===== src/rtl/cond_unit.sv =====
// -----------------------------------------------------------------------------
// cond_unit
//
// Purpose:
//   Holds the architectural NZCV flag register and evaluates each instruction's
//   4-bit Arm condition field against it. It gates the instruction's register
//   write, memory write and PC redirect with the result. The unit sits between
//   the execute-stage ALU and the memory/writeback stage. Every output is
//   registered, so results appear one cycle after the instruction is accepted.
//
// Optional feature:
//   COND_PERF_CNT_EN  When defined, adds the exec_count and squash_count
//                     saturating performance counters.
//
// Ports:
//   clk            in   rising-edge clock
//   reset          in   synchronous, active-high reset
//   stall          in   hold all state; inputs are ignored this cycle
//   flush          in   squash the incoming instruction (wins over stall)
//   in_valid       in   an instruction is present on the inputs
//   cond[3:0]      in   Arm condition field (instruction bits [31:28])
//   flag_write[1:0] in  bit1 = update N,Z; bit0 = update C,V
//   alu_flags[3:0] in   {N,Z,C,V} from the ALU for this instruction
//   pc_src_in      in   instruction requests a PC redirect
//   reg_write_in   in   instruction requests a register write
//   mem_write_in   in   instruction requests a memory write
//   out_valid      out  an instruction was accepted last cycle
//   cond_ex        out  the accepted instruction's condition passed
//   pc_src         out  pc_src_in gated by the condition
//   reg_write      out  reg_write_in gated by the condition
//   mem_write      out  mem_write_in gated by the condition
//   illegal_cond   out  the accepted instruction had cond == 4'b1111
//   flags[3:0]     out  current NZCV register {N,Z,C,V}
//   exec_count     out  (COND_PERF_CNT_EN) accepted instructions that passed
//   squash_count   out  (COND_PERF_CNT_EN) accepted instructions that failed
//
// Handshake: there is no backpressure from this unit. An instruction is
// accepted on a rising edge when in_valid & ~stall & ~flush. out_valid then
// qualifies the remaining outputs for one cycle; while stall is high (and
// flush low) every register holds, so the consumer sees the same out_valid
// and enables repeated.
// -----------------------------------------------------------------------------
module cond_unit #(
  parameter logic [3:0] FLAGS_RESET = 4'b0000,
  parameter int         CNT_W       = 32
) (
  input  logic             clk,
  input  logic             reset,
  input  logic             stall,
  input  logic             flush,
  input  logic             in_valid,
  input  logic [3:0]       cond,
  input  logic [1:0]       flag_write,
  input  logic [3:0]       alu_flags,
  input  logic             pc_src_in,
  input  logic             reg_write_in,
  input  logic             mem_write_in,
`ifdef COND_PERF_CNT_EN
  output logic [CNT_W-1:0] exec_count,
  output logic [CNT_W-1:0] squash_count,
`endif
  output logic             out_valid,
  output logic             cond_ex,
  output logic             pc_src,
  output logic             reg_write,
  output logic             mem_write,
  output logic             illegal_cond,
  output logic [3:0]       flags
);

  logic [3:0] flags_q, flags_d;
  logic       out_valid_q, out_valid_d;
  logic       cond_ex_q, cond_ex_d;
  logic       pc_src_q, pc_src_d;
  logic       reg_write_q, reg_write_d;
  logic       mem_write_q, mem_write_d;
  logic       illegal_q, illegal_d;

  logic accept;
  logic pass;
  logic n_f, z_f, c_f, v_f;

  assign accept = in_valid & ~stall & ~flush;

  // Condition uses the register value before this edge's update, so an
  // instruction's own flag write never affects its own condition.
  assign {n_f, z_f, c_f, v_f} = flags_q;

  always_comb begin
    pass = 1'b0;
    case (cond)
      4'b0000: pass = z_f;
      4'b0001: pass = ~z_f;
      4'b0010: pass = c_f;
      4'b0011: pass = ~c_f;
      4'b0100: pass = n_f;
      4'b0101: pass = ~n_f;
      4'b0110: pass = v_f;
      4'b0111: pass = ~v_f;
      4'b1000: pass = c_f & ~z_f;
      4'b1001: pass = ~c_f | z_f;
      4'b1010: pass = (n_f == v_f);
      4'b1011: pass = (n_f != v_f);
      4'b1100: pass = ~z_f & (n_f == v_f);
      4'b1101: pass = z_f | (n_f != v_f);
      4'b1110: pass = 1'b1;
      default: pass = 1'b0;  // 4'b1111 is reserved and never executes
    endcase
  end

  always_comb begin
    flags_d     = flags_q;
    out_valid_d = out_valid_q;
    cond_ex_d   = cond_ex_q;
    pc_src_d    = pc_src_q;
    reg_write_d = reg_write_q;
    mem_write_d = mem_write_q;
    illegal_d   = illegal_q;
    if (flush) begin
      out_valid_d = 1'b0;
      cond_ex_d   = 1'b0;
      pc_src_d    = 1'b0;
      reg_write_d = 1'b0;
      mem_write_d = 1'b0;
      illegal_d   = 1'b0;
    end else if (!stall) begin
      // With in_valid low these all fall to zero and the flags hold.
      out_valid_d = in_valid;
      cond_ex_d   = in_valid & pass;
      pc_src_d    = in_valid & pass & pc_src_in;
      reg_write_d = in_valid & pass & reg_write_in;
      mem_write_d = in_valid & pass & mem_write_in;
      illegal_d   = in_valid & (cond == 4'b1111);
      if (accept && pass) begin
        if (flag_write[1]) flags_d[3:2] = alu_flags[3:2];
        if (flag_write[0]) flags_d[1:0] = alu_flags[1:0];
      end
    end
  end

  always_ff @(posedge clk) begin
    if (reset) begin
      flags_q     <= FLAGS_RESET;
      out_valid_q <= 1'b0;
      cond_ex_q   <= 1'b0;
      pc_src_q    <= 1'b0;
      reg_write_q <= 1'b0;
      mem_write_q <= 1'b0;
      illegal_q   <= 1'b0;
    end else begin
      flags_q     <= flags_d;
      out_valid_q <= out_valid_d;
      cond_ex_q   <= cond_ex_d;
      pc_src_q    <= pc_src_d;
      reg_write_q <= reg_write_d;
      mem_write_q <= mem_write_d;
      illegal_q   <= illegal_d;
    end
  end

  assign flags        = flags_q;
  assign out_valid    = out_valid_q;
  assign cond_ex      = cond_ex_q;
  assign pc_src       = pc_src_q;
  assign reg_write    = reg_write_q;
  assign mem_write    = mem_write_q;
  assign illegal_cond = illegal_q;

`ifdef COND_PERF_CNT_EN
  logic [CNT_W-1:0] exec_q, exec_d;
  logic [CNT_W-1:0] squash_q, squash_d;

  // Both counters saturate at all-ones; stall and flush block accept, so
  // they hold in those cycles.
  always_comb begin
    exec_d   = exec_q;
    squash_d = squash_q;
    if (accept) begin
      if (pass) begin
        if (exec_q != '1) exec_d = exec_q + CNT_W'(1);
      end else begin
        if (squash_q != '1) squash_d = squash_q + CNT_W'(1);
      end
    end
  end

  always_ff @(posedge clk) begin
    if (reset) begin
      exec_q   <= '0;
      squash_q <= '0;
    end else begin
      exec_q   <= exec_d;
      squash_q <= squash_d;
    end
  end

  assign exec_count   = exec_q;
  assign squash_count = squash_q;
`else
  // Counter width only matters when the counters are built.
  logic unused_cnt_w;
  assign unused_cnt_w = |CNT_W;
`endif

endmodule


===== config.mk =====
export PLATFORM = sky130hd
export DESIGN_NAME = cond_unit
export DESIGN_NICKNAME = d
export VERILOG_FILES = /design/src/rtl/cond_unit.sv
export SDC_FILE = /design/constraint.sdc
export NUM_CORES = 1
export LEC_CHECK = 0
export ABC_AREA = 1
export BUFFER_PORTS_ARGS = -buffer_cell sky130_fd_sc_hd__buf_4
export CAP_MARGIN = 15
export CORE_MARGIN = 4
export CORE_UTILIZATION = 35
export CTS_CLUSTER_DIAMETER = 100
export DETAILED_ROUTE_END_ITERATION = 6
export HOLD_SLACK_MARGIN = 0.12
export SKIP_LAST_GASP = 1
export SYNTH_ARGS = -nofsm -noshare
export SYNTH_HDL_FRONTEND = slang
export SYNTH_SLANG_ARGS = --single-unit

===== constraint.sdc =====
create_clock -name clk -period 1.4 [get_ports clk]
set_clock_uncertainty 0.05 [all_clocks]
set_input_delay 0.07 -clock clk [delete_from_list [all_inputs] [get_ports clk]]
set_output_delay 0.07 -clock clk [all_outputs]
set_load 0.01 [all_outputs]

# [After elaboration in Yosys (flattened, before gate mapping)]
# Index checks and enable logic that the tools add are counted.
[word_totals] word_cells=48 input_bits=18 register_bits=10 out_inout_bits=10
[classes] bitwise=17 n_eq_ne=17 reduce_logical=5 muxes=1
[op_table] operator="$eq A4 B4 Y1 const B" n=8
[op_table] operator="$eq A4 B3 Y1 const B" n=4
[op_table] operator="$pmux W1 S15" n=1
[op_table] operator="$and A1 B1 Y1" n=9
[op_table] operator="$eq A4 B2 Y1 const B" n=2
[op_table] operator="$reduce_and A4 Y1" n=2
[op_table] operator="$not A1 Y1" n=6
[op_table] operator="$eq A4 B1 Y1 const B" n=1
[op_table] operator="$logic_not A4 Y1" n=1
[op_table] operator="$or A1 B1 Y1" n=2
[op_table] operator="$reduce_or A2 Y1" n=1
[op_table] operator="$eq A1 B1 Y1" n=1
[op_table] operator="$logic_and A1 B1 Y1" n=1
[op_table] operator="$ne A1 B1 Y1" n=1

# [Logic depth before layout (Yosys ltp)]
# Gate-level depths: netlist of run 1.
[logic_depth] depth_word=5 ltp_mapped=13 mapped_depth_nobuf=13

# [Least setup slack after synthesis of run 1]
# Ideal clock, no wire load.
[synth_path] path_kind="reg2reg" startpoint="register flags_q[0] (netlist: flags[0])" endpoint="register flags_q[0] (netlist: flags[0])" required_time_ps=1240 path_buffers=0 synth_period_minus_slack_ps=1372 setup_slack_ps=28 t_arrival_ps=1212 setup_time_ps=110 stages_incl_launch_ff=14 path_cell_list="dfxtp_1 -> inv_1 -> nand2_1 -> nand2_1 -> nand2_1 -> nand2_1 -> nand2_1 -> nand2_1 -> nor2_2 -> nand2_4 -> nand3_2 -> nand2_1 -> inv_1 -> nor2_2"
[synth_between] elab_chain_len=5 elab_cells_between_ends=8 cone_classes="2 x eq/ne; 1 x mux; 3 x bitwise; 2 x reduce/logical"
[synth_lines] element="start: declaration" line_no="71" text="logic [3:0] flags_q, flags_d;"
[synth_lines] element="start signal: assignment" line_no="151" text="flags_q <= flags_d;"
[synth_lines] element="$ne A1 B1 Y1 / $eq A1 B1 Y1 (equally long branches)"
[synth_lines] element="$or A1 B1 Y1 / $and A1 B1 Y1 (equally long branches)" line_no="105, 104"
[synth_lines] element="$pmux W1 S15 *" line_no="91" text="case (cond)"
[synth_lines] element="$logic_and A1 B1 Y1 *" line_no="134" text="if (accept && pass) begin"
[synth_lines] element="$reduce_and A4 Y1 (no line) *"
# Mark *: on every way between the ends. The rest lies on a longest branch, timed or not.
# A chain may end at the register's enable or synchronous reset.

# [Worst setup path after layout of run 1]
[layout_path] startpoint="register flags_q[1] (netlist: flags[1])" endpoint="register flags_q[3] (netlist: flags[3])"
[layout_between] elab_chain_len=5 elab_cells_between_ends=6 cone_classes="1 x mux; 3 x bitwise; 2 x reduce/logical"
[layout_lines] element="$not A1 Y1" line_no="95, 101"
[layout_lines] element="$or A1 B1 Y1" line_no="101" text="4'b1001: pass = ~c_f | z_f;"
[layout_lines] element="$pmux W1 S15 *" line_no="91"
[layout_lines] element="$logic_and A1 B1 Y1 *" line_no="134"
[layout_lines] element="$reduce_and A4 Y1 (no line) *"
# Marked as above.

==> out/results.ini, run 1 <==
[sta]
rsz0062_at_grt = yes
timing.hold.ws_ns = 0.146
fin_crit_sh = 0.988
max_clock_freq_ghz = 0.723
slew_violations = 0
worst_slew_pin_slew_ns = 0.234
fin_tns_setup_ns = 0
finalSetupViolCount = 0
fin_crit_ns = 1.38
hold_viol = 0
relSlewSlack = 0.844
fin_ws_ns = 0.0174

[clocking]
cts_max_path_buffers = 2
path_clk_slew_ns = 0.07
cts.sinks = 10
cts_tree = yes
cts_buffers = 3
cts_root_buf = clkbuf_4
clk_latency_ns = 0.26
htreeDepth = 1

[yosys]
async_flop_share = 0
synth_cell_type_count = 17
synth_xor_area_frac = 0
syn_avg_cell_area_sq_um = 5.89
synthSimpleGateAreaFrac = 0.514
synth_top_family_by_area = simple AND/OR/NAND/NOR gates
ys_ff_latch = 10
synth_compound_area_frac = 0.0581
synth_ff_type = dfxtp_1
netlist.top_cell.by_area = dfxtp_1
synth_edf_count = 0
synth_area_sq_um = 689
yosysSeqAreaShare = 0.290
synthCells = 117
muxShareOfSynthArea = 0
synth_top_area_share = 0.290
synth.area.top_cells = dfxtp_1 29%, nand2_1 21%, inv_1 11%, nand3_1 7.3%, a21oi_1 5.8%
yosysWarnings = 0
synthAdderAreaFrac = 0
synth_common_cells = 38 x nand2_1, 20 x inv_1, 10 x dfxtp_1, 10 x nand3_1, 9 x nor2_1
synth.net_count = 135
yosysMostFrequentCell = nand2_1

[finish]
syn_to_final_growth_pct = 66.2
fin_nets = 183
drive_gt1_frac = 0.421
antenna_cells = 0

[setup_path]
r2r_end = flags[3]
ff2ff_setup_slack_ns = 0.02
crit_required_ns = 1.51
r2r_start = flags[1]
r2r_cells = 11
arrival_ns = 1.49
critPathKind = reg2reg
worstPathMaxFanout = 5
start_kind = register
cp-end-kind = register

[grt]
grt_start_max_net_pins = 10
grt.busiest_layer = met2
use_met3 = 0.0171
grtUsageMet2 = 0.256
grt_pass1_wl_mm = 3.02
overflow = 0
grt_pass1_vias = 725
grt_use_met1 = 0.179
antenna_found_initial = 0
grtUsageTotal = 0.149

[outcome]
status = completed

[floorplanning]
start_util = 0.383
die_y_um = 52.4
io_pins = 28
core-area_sq_um = 1800
core.rowCount = 15
die_w_um = 52.4
die_area_sq_um = 2740

[routing]
drc = 0
drt-initial-drc-count = 7
drt-total-wl_mm = 1.87
routedWlPerCell_um = 9.87
vias = 846
via_per_inst = 4.48
dr.pass1.iters = 4
antenna_left = 0

[place]
portBuffers = 27
finalWeightedCongestion = 0.891
dp_slack_ns = -0.0298
hpwl_mm = 1.39

[pwr]
peakVddDrop_mv = 0.637
p_per_area_nw_per_um2 = 646
power.leakage_nw = 0.574

[worst_hold_path]
holdPathEnd = illegal_cond
whs_path_depth = 5
hold_path.class = in2reg
min_from = in_valid

[flow_run]
maxCapViolations = 0

## stage by stage
stage / utilization / instances / power (W) / cell area (sq um)
6_report: 0.636 / 189 / 0.000740 / 1150
5_1_grt: 0.636 / 189 / 0.000788 / 1150
3_5_place_dp: 0.533 / 173 / 0.000450 / 960
2_1_floorplan: - / 117 / 0.000384 / 689
4_1_cts: 0.626 / 188 / 0.000749 / 1130
3_3_place_gp: 0.533 / 173 / 0.000450 / 960
## report_power, final
part	switching, W	total [W]	internal (W)
clock	0.000102	0.000260	0.000158
sequential	0.00000284	0.000292	0.000289
combinational	0.0000985	0.000189	0.0000905
total	0.000203	0.000740	0.000537
## state kept, by name, summed over array words and instances, names as in the netlist
| name | flops |
|---|---|
| flags | 4 |
| cond_ex | 1 |
| illegal_cond | 1 |
| mem_write | 1 |
| out_valid | 1 |
| pc_src | 1 |
| reg_write | 1 |
## worst max-delay path by stage
stage             start  slack [ns]  cells past startpoint        to
2_1_floorplan  flags[0]        0.03                     13  flags[0]
6_report       flags[1]        0.02                     11  flags[3]
3_5_place_dp   flags[0]       -0.03                     13  flags[3]
5_1_grt        flags[3]       -0.08                     13  flags[3]
3_3_place_gp   flags[0]       -0.05                     13  flags[0]
4_1_cts        flags[0]        0.01                     13  flags[0]
## kinds of logic (layout without fill, tap and decap cells)
family | Yosys count | count (layout)
and+or+nand+nor | 74 | 75
buffers and inverters | 25 | 71
DFF | 10 | 10
AOI/OAI and AO/OA | 8 | 8
## timing repair
| action | CTS | global route |
|---|---|---|
| resized for setup | 11 | 5 |
| hold buffers | 10 | 0 |
| setup endpoints to repair | 4 | 8 |
| setup buffers | 0 | 1 |
| pin swaps | 3 | 4 |
| hold endpoints to repair | 10 | 0 |
| cloned | 1 | 0 |
## layout make-up
type / instances / area [sq um]
inverters: 23 / 86.3
flip-flops and latches: 10 / 203
fillers: 190 / 656
clock buffers: 4 / 36.3
repair buffers: 44 / 355
multi-input cells: 83 / 434
well taps: 25 / 31.3
## cell usage in the layout (no fill, tap or decap)
cell type,n
a21oi_1,7
a21oi_2,1
buf_4,34
clkbuf_4,3
clkbuf_8,1
dfxtp_1,8
dfxtp_2,2
dlygate4sd3_1,10
inv_1,17
inv_2,6
nand2_1,31
nand2_2,9
nand2_4,1
nand3_1,9
nand3_2,3
nand4_1,4
nor2_1,8
nor2_2,5
nor2_4,3
nor3_1,1
or2_2,1
## layer usage
metal,share of wire,vias up
met3,0.047,4
met4,0.021,0
met5,0,-
met1,0.45,365
li1,-,451
met2,0.48,26
## critical path, stage by stage (launching register included)
cell     delay, ns
dfxtp_1       0.33
inv_1         0.09
a21oi_2       0.18
nand2_2       0.07
nand2_2       0.06
nand2_2       0.06
nor2_4        0.13
nand2_4       0.09
nand3_2       0.08
nand2_1       0.05
inv_1         0.06
nor2_2        0.03
Power figures use the tool's default switching activity.
==> run 2: changes to the inputs <==
- PLACE_DENSITY_LB_ADDON: not set -> 0.12
==> run 2 against run 1 <==
  * Final cell count unchanged
  * Worst setup slack improved by 0.0034 ns
  * Die area unchanged
  * Largest power group unchanged
  * Highest routed layer unchanged
==> out/results.ini, run 2 (synthesized netlist as in run 1, its figures left out) <==
[routing]
dr.pass1.iters = 4  ; unchanged
routed.top_layer = met4  ; unchanged
routedWlPerCell_um = 10.2  ; was 9.87 um
drt-initial-drc-count = 6  ; was 7
drc = 0  ; unchanged
route.met2.wl_mm = 1.02  ; was 899 um
vias = 850  ; was 846
drt-total-wl_mm = 1.94  ; was 1.87 mm
via_per_inst = 4.50  ; was 4.48
wirelength_met1_um = 819  ; was 838 um
routed-wl-met3_um = 87  ; was 88 um
antenna_left = 0  ; unchanged

[finish]
post-route-util = 0.638  ; was 0.636
antenna_cells = 0  ; unchanged
ff_latch_area_sq_um = 204  ; was 203 sq um
largest_reg_flops = 4  ; unchanged
drive_gt1_frac = 0.427  ; was 0.421
multi_input_area_sq_um = 437  ; was 434 sq um
final_common_cell = buf_4  ; unchanged
fin_nets = 183  ; unchanged
layout_common_cells = 34 x buf_4, 31 x nand2_1, 16 x inv_1  ; was 34 x buf_4, 31 x nand2_1, 17 x inv_1
fill_cells = 182  ; was 190
fin_area_sq_um = 1150  ; about the same
syn_to_final_growth_pct = 66.8  ; was 66.2%

[flow_run]
maxCapViolations = 0  ; unchanged

[pwr]
combPwrFrac = 0.258  ; was 0.255
power.leakage_nw = 0.574  ; about the same
p_sw_frac = 0.275  ; about the same
power_switching_w = 0.000204  ; was 0.000203 W
p_clk_frac = 0.349  ; was 0.351
peakVddDrop_mv = 0.510  ; was 0.637 mV
internal-power_w = 0.000538  ; was 0.000537 W
p_per_area_nw_per_um2 = 646  ; about the same
seqPwrFrac = 0.393  ; was 0.394

[setup_path]
crit_required_ns = 1.51  ; about the same
cp-end-kind = register  ; unchanged
start_kind = input pin  ; was register
critPathKind = in2reg  ; was reg2reg
arrival_ns = 1.49  ; about the same
worstPathMaxFanout = 9  ; was 5

[sta]
fin_crit_ns = 1.38  ; about the same
relSlewSlack = 0.776  ; was 0.844
finalSetupViolCount = 0  ; unchanged
hold_viol = 0  ; unchanged
fin_crit_sh = 0.985  ; was 0.988
slew_violations = 0  ; unchanged
max_clock_freq_ghz = 0.725  ; was 0.723 GHz
rsz0062_at_grt = yes  ; unchanged
worst_slew_pin_slew_ns = 0.335  ; was 0.234 ns

[worst_hold_path]
hold_path.class = in2reg  ; unchanged

[clocking]
htreeDepth = 1  ; unchanged
clk_latency_ns = 0.25  ; was 0.26 ns
cts_tree = yes  ; unchanged
cts.sinks = 10  ; unchanged
path_clk_slew_ns = 0.07  ; about the same
cts_root_buf = clkbuf_4  ; unchanged
cts_buffers = 3  ; unchanged
cts_max_path_buffers = 2  ; unchanged

[floorplanning]
core-area_sq_um = 1800  ; unchanged
start_util = 0.383  ; unchanged
die_area_sq_um = 2740  ; unchanged
die_w_um = 52.4  ; unchanged
core.rowCount = 15  ; unchanged
die_y_um = 52.4  ; unchanged
io_pins = 28  ; unchanged

[grt]
grt_start_max_net_pins = 10  ; unchanged
grt_pass1_wl_mm = 3.28  ; was 3.02 mm
overflow = 0  ; unchanged
grtUsageTotal = 0.153  ; was 0.149
grt_pass1_vias = 803  ; was 725
antenna_found_initial = 0  ; unchanged

[outcome]
status = completed  ; unchanged

[place]
placed_area_sq_um = 952  ; was 960 sq um
finalWeightedCongestion = 0.830  ; was 0.891
portBuffers = 27  ; unchanged
hpwl_mm = 1.41  ; was 1.39 mm

==> run 2: cell count changes in the layout (fill, tap and decap cells not counted) <==
cell | before | now
nand3_2 | 3 | 1
dfxtp_2 | 2 | 3
inv_2 | 6 | 7
nand3_4 | 0 | 1
inv_1 | 17 | 16
nand3_1 | 9 | 10
dfxtp_1 | 8 | 7
==> run 2: cell type report <==
| type | count | area share |
|---|---|---|
| clock buffers | 4 | 0.0316 |
| inverters | 23 | 0.0751 |
| multi-input cells | 83 | 0.380 |
| flip-flops and latches | 10 | 0.177 |
| well taps | 25 | 0.0272 |
| repair buffers | 44 | 0.309 |
==> run 2: path summary, 6_finish.rpt <==
kind	from	endpoint	slack, ns	depth (start not counted)
min	cond[0]	illegal_cond	0.16	5
min reg2reg	illegal_cond	illegal_cond	0.41	2
max reg2reg	flags[3]	flags[0]	0.05	13
max	stall	flags[3]	0.02	8
==> run 2: critical path, stage by stage <==
cell	delay (ns)
dlygate4sd3_1	0.55
buf_4	0.18
nor2_4	0.15
inv_2	0.07
nor2_4	0.20
nand4_1	0.13
nand2_1	0.10
nor2_2	0.03
==> run 2: metrics by stage <==
step,instances,setup slack [ns],total power (W),TNS (ns),hold slack [ns]
after global routing,189,-0.0771,0.000787,-0.304,0.178
after global placement,172,-0.0376,0.000449,-0.133,0.307
final,189,0.0208,0.000742,0,0.161
after floorplan,117,0.0280,0.000384,0,0.181
after CTS,187,0.00135,0.000739,0,0.158
after detailed placement,172,-0.0266,0.000449,-0.0826,0.308
==> run 2: what timing repair did <==
action | CTS | global route
hold buffers | 10 | 0
resized for setup | 12 | 6
pin swaps | 4 | 12
endpoints found under the setup margin | 4 | 8
endpoints found under the hold margin | 10 | 0
buffers inserted | 0 | 2
cloned | 1 | 0
==> run 2: metal layers <==
metal | vias up | GRT usage
li1 | 455 | -
met1 | 375 | 0.187
met2 | 18 | 0.279
met3 | 2 | 0.0285
met4 | 0 | 0.0255
met5 | - | 0
==> run 2: power groups by stage <==
stage	clock network [W]	logic, W	registers [W]
floorplan	0	0.0000836	0.000300
global placement	0	0.000151	0.000298
detailed placement	0	0.000151	0.000298
CTS	0.000263	0.000184	0.000292
global route	0.000283	0.000212	0.000292
finish	0.000259	0.000192	0.000292
